[config.mk]
export PLATFORM = sky130hd
export DESIGN_NAME = clkdiv_ctrl
export DESIGN_NICKNAME = d
export VERILOG_FILES = /design/src/rtl/clkdiv_ctrl.sv
export SDC_FILE = /design/constraint.sdc
export NUM_CORES = 1
export LEC_CHECK = 0
export CAP_MARGIN = 25
export CORE_AREA = 10 10 67 69
export CTS_BUF_LIST = sky130_fd_sc_hd__clkbuf_4 sky130_fd_sc_hd__clkbuf_8 sky130_fd_sc_hd__clkbuf_16
export DETAILED_ROUTE_END_ITERATION = 7
export DIE_AREA = 0 0 77 79
export GPL_ROUTABILITY_DRIVEN = 1
export PLACE_DENSITY = 0.74
export SETUP_SLACK_MARGIN = 0.4
export SYNTH_ARGS = -nofsm -noshare
export SYNTH_HDL_FRONTEND = slang
export SYNTH_SLANG_ARGS = --single-unit
[constraint.sdc]
create_clock -name clk -period 2.7 [get_ports clk]
set_input_delay 0.27 -clock clk [delete_from_list [all_inputs] [get_ports clk]]
set_output_delay 0.27 -clock clk [all_outputs]
set_load 0.005 [all_outputs]
[src/rtl/clkdiv_ctrl.sv]
// Run-control and ratio scheduler: divides clk into slower_clk and changes ratio or run state only at period boundaries.
// Optional burst mode (fixed number of slow periods per run) is enabled by defining CLKDIV_CTRL_BURST_EN.
module clkdiv_ctrl #(
  parameter int WIDTH       = 8,
  parameter int DEFAULT_DIV = 5
) (
  input  logic             clk,
  input  logic             reset,
  input  logic             enable,
  input  logic             cfg_valid,
  input  logic [WIDTH-1:0] cfg_div,
  output logic             cfg_ready,
  output logic             slower_clk,
  output logic             tick,
`ifdef CLKDIV_CTRL_BURST_EN
  input  logic [7:0]       burst_len,
  output logic             burst_done,
`endif
  output logic             busy
);

  typedef enum logic {IDLE = 1'b0, RUN = 1'b1} state_t;

  state_t           state, state_d;
  logic [WIDTH-1:0] cnt, div_q, pend_q, cfg_clamped;
  logic             pend_v, clk_q, tick_q;
  logic             accept, at_toggle, boundary, armed, burst_hit;

  // Handshake: a ratio transfers on any edge where cfg_valid && cfg_ready;
  // cfg_ready is low exactly while a ratio waits in the pending slot.
  assign accept      = cfg_valid & ~pend_v;
  assign cfg_clamped = (cfg_div == '0) ? WIDTH'(1) : cfg_div;
  assign at_toggle   = (cnt == div_q - WIDTH'(1));
  assign boundary    = (state == RUN) & ~clk_q & at_toggle;

  always_ff @(posedge clk or posedge reset) begin
    if (reset) state <= IDLE;
    else       state <= state_d;
  end

  always_comb begin
    state_d = state;
    case (state)
      IDLE:    if (enable && armed) state_d = RUN;
      RUN:     if (boundary && (!enable || burst_hit)) state_d = IDLE;
      default: state_d = IDLE;
    endcase
  end

  always_comb begin
    busy       = (state == RUN);
    cfg_ready  = ~pend_v;
    slower_clk = clk_q;
    tick       = tick_q;
  end

  always_ff @(posedge clk or posedge reset) begin
    if (reset) begin
      cnt    <= '0;
      div_q  <= WIDTH'(DEFAULT_DIV);
      pend_q <= '0;
      pend_v <= 1'b0;
      clk_q  <= 1'b0;
      tick_q <= 1'b0;
    end else begin
      tick_q <= 1'b0;
      if (state == IDLE) begin
        // Ratios offered while stopped bypass the pending slot.
        cnt <= '0;
        if (accept) div_q <= cfg_clamped;
        clk_q  <= (state_d == RUN);
        tick_q <= (state_d == RUN);
      end else begin
        if (accept) begin
          pend_q <= cfg_clamped;
          pend_v <= 1'b1;
        end
        if (at_toggle) begin
          cnt <= '0;
          if (clk_q) begin
            clk_q <= 1'b0;
          end else begin
            if (pend_v) begin
              div_q  <= pend_q;
              pend_v <= 1'b0;
            end
            if (state_d == RUN) begin
              clk_q  <= 1'b1;
              tick_q <= 1'b1;
            end
          end
        end else begin
          cnt <= cnt + WIDTH'(1);
        end
      end
    end
  end

`ifdef CLKDIV_CTRL_BURST_EN
  logic [7:0] burst_q, rise_cnt;
  logic       armed_q, done_q;

  // rise_cnt counts slow rising edges of the current run, including the start edge.
  always_ff @(posedge clk or posedge reset) begin
    if (reset) begin
      burst_q  <= 8'd0;
      rise_cnt <= 8'd0;
      armed_q  <= 1'b1;
      done_q   <= 1'b0;
    end else begin
      done_q <= 1'b0;
      if (state == IDLE) begin
        if (!enable) armed_q <= 1'b1;
        if (state_d == RUN) begin
          burst_q  <= burst_len;
          rise_cnt <= 8'd1;
        end
      end else if (boundary) begin
        if (burst_hit) begin
          done_q  <= 1'b1;
          armed_q <= 1'b0;
        end else if (state_d == RUN) begin
          rise_cnt <= rise_cnt + 8'd1;
        end
      end
    end
  end

  assign armed      = armed_q;
  assign burst_hit  = (burst_q != 8'd0) && (rise_cnt >= burst_q);
  assign burst_done = done_q;
`else
  assign armed     = 1'b1;
  assign burst_hit = 1'b0;
`endif

endmodule
# Word-level counts from Yosys, hierarchy flattened
# Index checks and enable logic that the tools add are counted.
[classes]
n_addsub = 2
n_eq_ne = 4
mux = 21
n_bitwise = 6
n_reduce_logical = 6
[ops]
columns = ["cell", "count"]
rows = [
  ["8-bit two-way mux", 8],
  ["1-bit two-way mux", 12],
  ["8-bit by 1-bit adder with 8-bit output, second input constant", 1],
  ["8-bit equality test", 1],
  ["8-bit logical NOT", 1],
  ["8-bit by 1-bit subtractor with 8-bit output, second input constant", 1],
  ["2-bit by 1-bit != test with 1-bit output, second input constant", 2],
  ["4-bit AND reduction", 1],
  ["1-bit AND", 3],
  ["1-bit inverter", 3],
  ["2-bit != test, second input constant", 1],
  ["1-bit case mux with 2 select lines", 1],
  ["2-bit AND reduction", 1],
  ["2-bit nonzero test", 1],
  ["1-bit logical AND", 1],
  ["1-bit logical NOT", 1],
]
[word_totals]
register_bits = 28
out_inout_bits = 4

# Logic depth before layout (Yosys ltp)
[depth]
ltp_word = 10
ltp_mapped = 9

# Worst setup path after synthesis
# Ideal clock, no wire load.
[synth_timing]
kind = "register -> register"
start = "reg div_q[0]"
end = "reg div_q[1]"
arrival_time_ps = 2107
slack_ps = 466
stages_incl_launch_ff = 10
n_path_buf = 1
synth_period_minus_slack_ps = 2234
path_cell_list = "dfstp_2 > inv_1 > ha_1 > buf_2 > xnor2_1 > a21o_1 > o21ai_0 > and3_4 > nand2_4 > a311o_1"
[synth_via]
elab_chain_len = 4
[synth_rtl]
columns = ["element", "line", "text"]
rows = [
  ["start, declared", "25", "logic [WIDTH-1:0] cnt, div_q, pend_q, cfg_clamped;"],
  ["start signal, assigned", "60", "div_q <= WIDTH'(DEFAULT_DIV);"],
  ["start signal, assigned", "70", "if (accept) div_q <= cfg_clamped;"],
  ["start signal, assigned", "84", "div_q <= pend_q;"],
  ["8-bit by 1-bit subtractor with 8-bit output", "33", "assign at_toggle = (cnt == div_q - WIDTH'(1));"],
  ["8-bit equality test", "33", ""],
  ["2-bit by 1-bit != test with 1-bit output (no line)", "n/a", ""],
  ["4-bit AND reduction (no line)", "n/a", ""],
]
# Every way passes these cells.
# A chain may end at the register's enable or synchronous reset.

# Worst setup path in the final report
# Same ends and word-level chain as after synthesis.

==> reports/metrics.yaml <==
run_status:
  status: "completed"
routing:
  drt_iter0_markers: 141
  routed_via_density: 6.088
  drt-total-wl_mm: 3.885
  wl_per_cell_um: 17.11
  num_vias: 1382
  ant_nets: 0
  firstDrtPassIters: 4
  drc: 0
cts:
  clk_latency_ns: 0.33
  root_buffer: "clkbuf_4"
  clkTransAtPathRegs_ns: 0.16
  cts_tree: "built"
  clockBufferDepth: 2
  clock_sinks: 28
  htreeDepth: 1
  cts_buffers: 3
critical_path:
  start_kind: "flop"
  crit_family: "compound AO/OA/AOI/OAI gates"
  worst-path-buf-inv: 1
  cpMaxStageDelayCell: "dfstp_2"
  arrival_ns: 2.47
  crit_type: "flop to flop"
  worst_r2r_startpoint: "div_q[0]"
  reg2regPathDepth: 7
  end_kind: "flop"
  max_stage_delay_ns: 0.62
  path_max_fanout: 7
  rr_endpoint: "div_q[1]"
  worstPathCellList: "inv_4, ha_4, xnor2_2, a2111oi_4, and3_4, nand2_4, a311o_1"
  cp.required_ns: 2.93
  r2r_slack_ns: 0.46
die:
  start_util_pct: 52.81
  rows: 21
  core_area_um2: 3232
  die-area_um2: 6083
  die_x_um: 77
  pin_count: 16
  die_h_um: 79
job:
  drv_cap: 0
power:
  ir_drop_mv: 0.2117
  p_leak_nw: 0.8834
  p_per_area_nw_per_um2: 329.7
place:
  dpl.hpwl_mm: 2.721
  post_dp_cell_area_um2: 1873
  dp_cells: 220
  gp_congestion: 0.8629
  portBuffers: 15
  dp_slack_ns: 0.2826
sta:
  slew_headroom_pct: 58.10
  setup_ws_ns: 0.4629
  fin_setup_tns_ns: 0
  setup_viol: 0
  fin_crit_ns: 2.237
  worst_pin_slew_ns: 0.6244
  grt_setup_unrepaired: "no"
  period_share_pct: 82.85
  final_max_slew_viol_count: 0
  fin_skew_ns: 0.01089
  hold_violations: 0
  fmax_mhz: 447.0
min_path:
  hold_class: "input port to async pin"
yosys:
  syn_nets: 181
  syn_inst: 167
  synth_area_leaders: "dfrtp_1 38%, xnor2_1 5.6%, mux2_2 4.6%"
  async_flop_share_pct: 100.0
  synthMostInstantiatedCell: "dfrtp_1"
  synth_seq_cells: 28
  syn_area_per_cell_um2: 10.22
  synth-edff-count: 0
  yosysTopAreaCell: "dfrtp_1"
  synth_area_um2: 1707
  yosys-top-cells-count: "26 x dfrtp_1, 13 x nor3_1, 11 x xnor2_1"
  synth_top_area_share_pct: 38.12
  synth_cell_type_count: 49
  ys_warn_count: 0
  synth-main-ff-cell: "dfrtp_1"
  synth-seq-area-share_pct: 41.20
final_layout:
  area_growth_pct: 17.52
  final_area_um2: 2006
  finalNonFillerCells: 227
  layout-drive-gt1-share_pct: 20.44
  final_core_util_pct: 62.06
  regArea_um2: 704.4
  multi_input_area_um2: 980.9
  layout.nets: 196
  fill_cells: 261
  n_antenna_cell: 0
grt:
  grt_max_degree: 29
  grt_overflow_total: 0
  antenna_found_initial: 0
  grt_use_total_pct: 12.14
  grt_pass1_vias: 1320
  grt_pass1_wl_mm: 6.251
-- registers in the layout, indices dropped and copies added, names as in the netlist --
signal	flops
pend_q	8
pend_v	1
slower_clk	1
busy	1
tick	1
div_q	8
cnt	8
-- worst register-to-register path: cells and delay by family (launching register included) --
family          cells  cell delay, ns
xor+xnor            1            0.14
compound gates      2            0.71
flops               1            0.62
buf+inv             1            0.06
fa+ha+maj           1            0.24
simple gates        2            0.37
-- per-layer routing --
| metal | track usage, % | routed length [µm] |
|---|---|---|
| met4 | 4.197 | 48 |
| met5 | 0 | 0 |
| met3 | 2.703 | 204 |
| met1 | 16.28 | 1754 |
| met2 | 18.89 | 1876 |
-- final cells by class --
type / count / area share, %
Clock buffer: 4 / 1.809
Inverter: 5 / 1.061
Multi-Input combinational cell: 125 / 48.91
Sequential cell: 28 / 35.12
Tap cell: 46 / 2.870
Timing Repair Buffer: 19 / 10.23
-- stage by stage --
step / total power (W) / hold slack [ns]
global route: 0.0006827 / 0.3147
CTS: 0.0006634 / 0.3043
finish: 0.0006613 / 0.2831
global placement: 0.0004577 / 0.4713
detailed placement: 0.0004586 / 0.4870
floorplan: 0.0004352 / 0.3339
-- cells by family (layout without fill, tap and decap cells) --
group           after synthesis  in the layout  share of synthesized area [%]
simple gates                 64             64                          22.43
mux                           7              7                          4.619
fa+ha+maj                     2              2                          1.466
compound gates               37             37                          18.18
buf+inv                      14             28                          3.959
xor+xnor                     15             15                          8.138
flops                        28             28                          41.20
-- cell usage in the layout, fill, tap and decap left out, types with 2 or more instances in the layout --
master	n
and3_1	7
nand3_1	10
o21ai_1	2
a21oi_1	2
or3_1	3
nor2_1	4
clkdlybuf4s50_1	15
xor2_1	3
and2_1	8
xnor2_1	10
buf_4	2
buf_12	2
a211oi_1	2
mux2_2	7
o21ai_2	2
clkbuf_4	3
o22ai_1	3
nor4_1	2
nor2b_1	2
inv_1	3
nor3_1	13
nand2_1	6
xnor2_2	2
dfstp_2	2
a311o_1	5
dfrtp_1	25
a21o_1	5
o21ai_0	3
-- how the worst max path moves through the flow --
stage                to  depth (start not counted)  slack [ns]     start
2_1_floorplan  div_q[1]                          9        0.47  div_q[0]
3_3_place_gp   div_q[4]                          8        0.39  div_q[0]
3_5_place_dp   div_q[5]                          8        0.28  div_q[0]
4_1_cts        div_q[5]                          8        0.43  div_q[1]
5_1_grt          cnt[1]                          6        0.38  div_q[3]
6_report       div_q[1]                          7        0.46  div_q[0]
-- report_power, final --
group | internal (W) | switching, W
Clock | 0.0000826 | 0.000128
Sequential | 0.000420 | 0
Combinational | 0.0000162 | 0.0000148
Total | 0.000519 | 0.000143
-- repair_timing --
item,in CTS,in global routing
hold buffers,0,0
endpoints found under the setup margin,18,20
buffers inserted,0,3
pin swaps,0,5
gates resized for setup,3,11
Note: power is estimated with default switching activity, not from simulation.
